`config.mk`:
```
export PLATFORM = sky130hd
export DESIGN_NAME = ysyx_25020047_lsu
export DESIGN_NICKNAME = d
export VERILOG_FILES = /design/src/rtl/ysyx_25020047_lsu.sv
export SDC_FILE = /design/constraint.sdc
export NUM_CORES = 1
export LEC_CHECK = 0
export CORE_AREA = 2 2 118 131
export CTS_CLUSTER_SIZE = 14
export DETAILED_ROUTE_END_ITERATION = 16
export DIE_AREA = 0 0 120 133
export GPL_TIMING_DRIVEN = 0
export PLACE_DENSITY = 0.74
export SYNTH_ARGS = -nofsm -noshare
export SYNTH_HDL_FRONTEND = slang
export SYNTH_SLANG_ARGS = --single-unit
```
`constraint.sdc`:
```
create_clock -name clk -period 5.4 [get_ports clk]
set_input_delay 1.35 -clock clk [delete_from_list [all_inputs] [get_ports clk]]
set_output_delay 1.35 -clock clk [all_outputs]
set_load 0.005 [all_outputs]
```
`src/rtl/ysyx_25020047_lsu.sv`:
```
// Load/store unit: accepts one op from execute, runs one valid/ready memory transaction,
// and returns aligned load data (or an error) to write-back via a valid/ready handshake.
module ysyx_25020047_lsu #(
  parameter int unsigned TIMEOUT = 255
) (
  input  logic        clk,
  input  logic        rst,
  input  logic        in_valid,
  output logic        in_ready,
  input  logic [31:0] inst_type,
  input  logic [31:0] addr,
  input  logic [31:0] wdata,
  output logic        mem_req_valid,
  input  logic        mem_req_ready,
  output logic        mem_wen,
  output logic [31:0] mem_addr,
  output logic [31:0] mem_wdata,
  output logic [3:0]  mem_wmask,
  input  logic        mem_rsp_valid,
  input  logic [31:0] mem_rdata,
  output logic        out_valid,
  input  logic        out_ready,
  output logic [31:0] memdata,
  output logic        err
);

  // state  | meaning
  // S_IDLE | waiting for an op from execute
  // S_REQ  | request held on the bus until memory accepts it
  // S_WAIT | waiting for read data / write ack, bounded by TIMEOUT
  // S_DONE | result presented to write-back until consumed
  typedef enum logic [1:0] {S_IDLE, S_REQ, S_WAIT, S_DONE} state_e;

  localparam logic [31:0] OP_LW  = 32'h0000_0020;
  localparam logic [31:0] OP_LBU = 32'h0000_0040;
  localparam logic [31:0] OP_SW  = 32'h0000_0080;
  localparam logic [31:0] OP_SB  = 32'h0000_0100;
  localparam logic [15:0] CNT_LAST = 16'(TIMEOUT - 1);

  state_e      state_q, state_d;
  logic [15:0] cnt_q, cnt_d;
  logic        is_lw_q, is_lw_d;
  logic        is_lbu_q, is_lbu_d;
  logic [1:0]  off_q, off_d;
  logic        mem_wen_q, mem_wen_d;
  logic [31:0] mem_addr_q, mem_addr_d;
  logic [31:0] mem_wdata_q, mem_wdata_d;
  logic [3:0]  mem_wmask_q, mem_wmask_d;
  logic [31:0] memdata_q, memdata_d;
  logic        err_q, err_d;

  logic op_lw, op_lbu, op_sw, op_sb, op_mem, misaligned;

  always_comb begin
    op_lw      = (inst_type == OP_LW);
    op_lbu     = (inst_type == OP_LBU);
    op_sw      = (inst_type == OP_SW);
    op_sb      = (inst_type == OP_SB);
    op_mem     = op_lw | op_lbu | op_sw | op_sb;
    misaligned = (op_lw | op_sw) & (addr[1:0] != 2'b00);
  end

  always_comb begin
    state_d     = state_q;
    cnt_d       = cnt_q;
    is_lw_d     = is_lw_q;
    is_lbu_d    = is_lbu_q;
    off_d       = off_q;
    mem_wen_d   = mem_wen_q;
    mem_addr_d  = mem_addr_q;
    mem_wdata_d = mem_wdata_q;
    mem_wmask_d = mem_wmask_q;
    memdata_d   = memdata_q;
    err_d       = err_q;

    unique case (state_q)
      S_IDLE: begin
        if (in_valid) begin
          is_lw_d     = op_lw;
          is_lbu_d    = op_lbu;
          off_d       = addr[1:0];
          mem_wen_d   = op_sw | op_sb;
          mem_addr_d  = {addr[31:2], 2'b00};
          mem_wdata_d = op_sb ? {4{wdata[7:0]}} : (op_sw ? wdata : 32'h0);
          mem_wmask_d = op_sw ? 4'hF : (op_sb ? (4'b0001 << addr[1:0]) : 4'h0);
          memdata_d   = 32'h0;
          err_d       = 1'b0;
          if (!op_mem) begin
            state_d = S_DONE;
          end else if (misaligned) begin
            err_d   = 1'b1;
            state_d = S_DONE;
          end else begin
            state_d = S_REQ;
          end
        end
      end
      S_REQ: begin
        if (mem_req_ready) begin
          cnt_d   = 16'h0;
          state_d = S_WAIT;
        end
      end
      S_WAIT: begin
        // a response on the final counted cycle still wins over the timeout
        if (mem_rsp_valid) begin
          err_d   = 1'b0;
          state_d = S_DONE;
          if (is_lw_q)       memdata_d = mem_rdata;
          else if (is_lbu_q) memdata_d = {24'h0, mem_rdata[{off_q, 3'b000} +: 8]};
          else               memdata_d = 32'h0;
        end else if (cnt_q == CNT_LAST) begin
          err_d     = 1'b1;
          memdata_d = 32'h0;
          state_d   = S_DONE;
        end else begin
          cnt_d = cnt_q + 16'd1;
        end
      end
      S_DONE: begin
        if (out_ready) state_d = S_IDLE;
      end
      default: state_d = S_IDLE;
    endcase
  end

  always_ff @(posedge clk or posedge rst) begin
    if (rst) begin
      state_q     <= S_IDLE;
      cnt_q       <= 16'h0;
      is_lw_q     <= 1'b0;
      is_lbu_q    <= 1'b0;
      off_q       <= 2'b00;
      mem_wen_q   <= 1'b0;
      mem_addr_q  <= 32'h0;
      mem_wdata_q <= 32'h0;
      mem_wmask_q <= 4'h0;
      memdata_q   <= 32'h0;
      err_q       <= 1'b0;
    end else begin
      state_q     <= state_d;
      cnt_q       <= cnt_d;
      is_lw_q     <= is_lw_d;
      is_lbu_q    <= is_lbu_d;
      off_q       <= off_d;
      mem_wen_q   <= mem_wen_d;
      mem_addr_q  <= mem_addr_d;
      mem_wdata_q <= mem_wdata_d;
      mem_wmask_q <= mem_wmask_d;
      memdata_q   <= memdata_d;
      err_q       <= err_d;
    end
  end

  assign in_ready      = (state_q == S_IDLE) & ~rst;
  assign mem_req_valid = (state_q == S_REQ);
  assign out_valid     = (state_q == S_DONE);
  assign mem_wen       = mem_wen_q;
  assign mem_addr      = mem_addr_q;
  assign mem_wdata     = mem_wdata_q;
  assign mem_wmask     = mem_wmask_q;
  assign memdata       = memdata_q;
  assign err           = err_q;

endmodule

```
==> metrics <==
port bufs 236; internal power contribution 2.36 mW; maximum operating frequency 260 MHz; proportion of total power due to net switching 30.2%; gate count of the mapped netlist 538; CTS max path bufs 2; number of placement rows 47; number of gates resized after cts 0; clock period minus final worst setup slack 3.84 ns; max-slew violation count 0; core box area 14800 um^2; RSZ-0062 raised after global routing false; Die Span Y 133 um; clock group share of total power 33.3%; first-pass GRT wire length 28.5 mm; most repeated library cell on the critical path clkdlybuf4s50_1; worst supply voltage drop on vdd 206 uV; yosys synthesis warning count 0; post-layout util 60.8%; Num CTS Buffers 17; Residual DRC 0; P&R area growth vs syn 56.4%; Critical Path Fanout Max 2; worst slack at placement 1.55 ns; transition time at the pin with the least slew margin 0.573 ns; count of inserted antenna diode cells 0; number of enable-type register cells in the synthesized netlist 0; effective utilization at floorplan 38.9%; endpoint required time on the critical path 4.05 ns; gr usage total 22.8%; Die ar. 16000 um^2; crit share post-route 71.2%; HP Class flip-flop to flip-flop; clock network latency to the later pin of the worst-skew pair 0.42 ns; wire length reported by the detailed router 17.9 mm; clock slew at reported path FFs 0.05 ns; length of the first detailed-routing pass in iterations 4; share of power burned in registers 33.4%; antenna violations before repair 0; vias in the first global route 5557; antenna viol nets, final 0; number of vias per cell after detailed routing 5.17; hold slack final 0.476 ns; deepest level of the CTS H-tree 4; Post-CTS Repair Setup Buffers 0; register area share after synthesis 53.2%; relative contribution of combinational cells to total power 33.2%; static leakage power 3.63 nW; max_slew headroom 61.8%; Async SR Flop Fraction 100%; remaining global-route overflow 0; critical path launch point rst; Setup crit end kind output port; ranking of synthesized cells by area dfrtp_1 (53%), nand2_1 (6.3%), mux2_2 (5.9%); fraction of layout instances using a drive strength above 1 12.4%; Root Driver clkbuf_16; clock tree from TritonCTS yes; startpoint of the most critical register-to-register path state_q[0]; sw power 1.02 mW; setup slack after layout 1.56 ns; total of max-cap violations 0; hold bufs inserted after CTS 0; CTS Sinks 122; commonest register cell after synthesis dfrtp_1; dominant delay contributor by cell family on the critical path buffers and inverters; Post-DP HPWL 13.5 mm; first-iteration detailed-routing DRC count 281; maximum cell stage delay along the critical path 0.52 ns; number of endpoints with negative hold slack in the final report 0; area used by multi-input combinational logic 2470 um^2; post-synth design cell area 5740 um^2; Crit path buffers/inverters 2; Crit-path slowest cell clkdlybuf4s50_1; startpoint class of the critical path input pin; area fraction of the dominant cell type after synthesis 53.2%; area leader, netlist dfrtp_1; width of the chip 120 um; number of register bits inferred by synthesis 122; hold path start mem_wmask[2]; Final Setup Violations 0; DP Cell Count 972; FF/Latch Area 3050 um^2; Routability Congestion 0.866; signal arrival time at the worst endpoint 2.49 ns; pwr/cell area 377 nW/um^2; synth cell count leaders dfrtp_1 (122), nand2_1 (97), o21ai_0 (62), mux2_2 (30), a22oi_1 (24); Worst Path Class, Setup input pin to output port; Post-Route Skew 0.00780 ns; routed vias 5191; count of unique library cells instantiated by Yosys 55; Cell Chain, Critical Path clkdlybuf4s50_1 > nor2b_1 > clkdlybuf4s50_1; Ports 239; count of placed standard cells in the final layout, fillers left out 1004; average footprint of a synthesized cell 10.7 um^2; outcome finished, final reports clean; leading cell type by number of instances after synthesis dfrtp_1; Routed wire per std cell 17.8 um; fill cell instance count of the final layout 1191; total number of nets in the final design 935; largest net degree at the start of global routing 92
==> power groups by stage <==
stage / sequential (mW) / combinational [mW] / clock, mW
floorplan: 1.15 / 0.578 / 0
global placement: 1.14 / 1.10 / 0
detailed placement: 1.15 / 1.13 / 0
CTS: 1.13 / 1.14 / 1.14
global route: 1.15 / 1.21 / 1.19
finish: 1.13 / 1.12 / 1.13
==> cell type report <==
class                           instances  share of cell area [%]
Buffer                                 35                    1.99
Clock buffer                           21                    5.25
Clock inverter                         11                    1.33
Inverter                               10                   0.474
Multi-Input combinational cell        372                    27.5
Sequential cell                       122                    34.0
Tap cell                              196                    2.73
Timing Repair Buffer                  237                    26.6
==> final timing paths <==
kind	depth (start not counted)	to	slack [ns]
worst max-delay path	3	in_ready	1.56
worst min-delay path	2	mem_wmask[2]	0.48
worst max register to register	7	mem_wdata[16]	3.20
worst min register to register	2	mem_wmask[2]	0.48
max in group asynchronous	3	cnt_q[10]	3.34
min in group asynchronous	2	state_q[0]	1.31
==> metrics by stage <==
step           total power, mW  instance area, um^2  TNS (ns)
3_3_place_gp              2.24                 8350   -107.77
5_1_grt                   3.54                 8970         0
2_1_floorplan             1.73                 5740         0
3_5_place_dp              2.28                 8380         0
4_1_cts                   3.41                 8970         0
6_report                  3.38                 8970         0
==> flip-flops by register name (all words and copies together), names as in the netlist <==
register   cells
cnt_q         16
mem_wmask      4
mem_wen        1
off_q          2
mem_wdata     32
is_lw_q        1
memdata       32
is_lbu_q       1
state_q        2
err            1
mem_addr      30
==> kinds of logic after synthesis <==
group / synth area share (%)
fa+ha+maj: 1.31
simple gates: 16.8
buf+inv: 3.77
flops: 53.2
xor+xnor: 1.99
compound gates: 13.4
mux: 9.47
other cells: 0.0654
==> worst register-to-register path: stages (launching register included) <==
cell      delay [ns]
dfrtp_1         0.38
inv_1           0.09
ha_1            0.26
nand2_1         0.22
clkbuf_1        0.49
clkbuf_1        0.47
nand2_1         0.12
o21ai_0         0.09
==> layer usage <==
metal	global-route usage, %	part of all wire (%)
met2	39.0	50
met4	8.95	3.3
met3	7.24	7.1
met1	26.7	40
met5	0	0
==> placed cells by master (no fill, tap or decap), types with 10 or more instances in the layout <==
cell             instances
clkdlybuf4s50_1        236
nor2_1                  22
a22oi_1                 24
nand2_1                 97
xnor2_1                 13
nor2b_1                 13
clkbuf_16               17
clkbuf_1                16
nor3_1                  10
mux2_2                  30
a21oi_1                 13
o21ai_0                 62
dfrtp_1                122
nor4_1                  10
(Power assumes the default switching activity.)
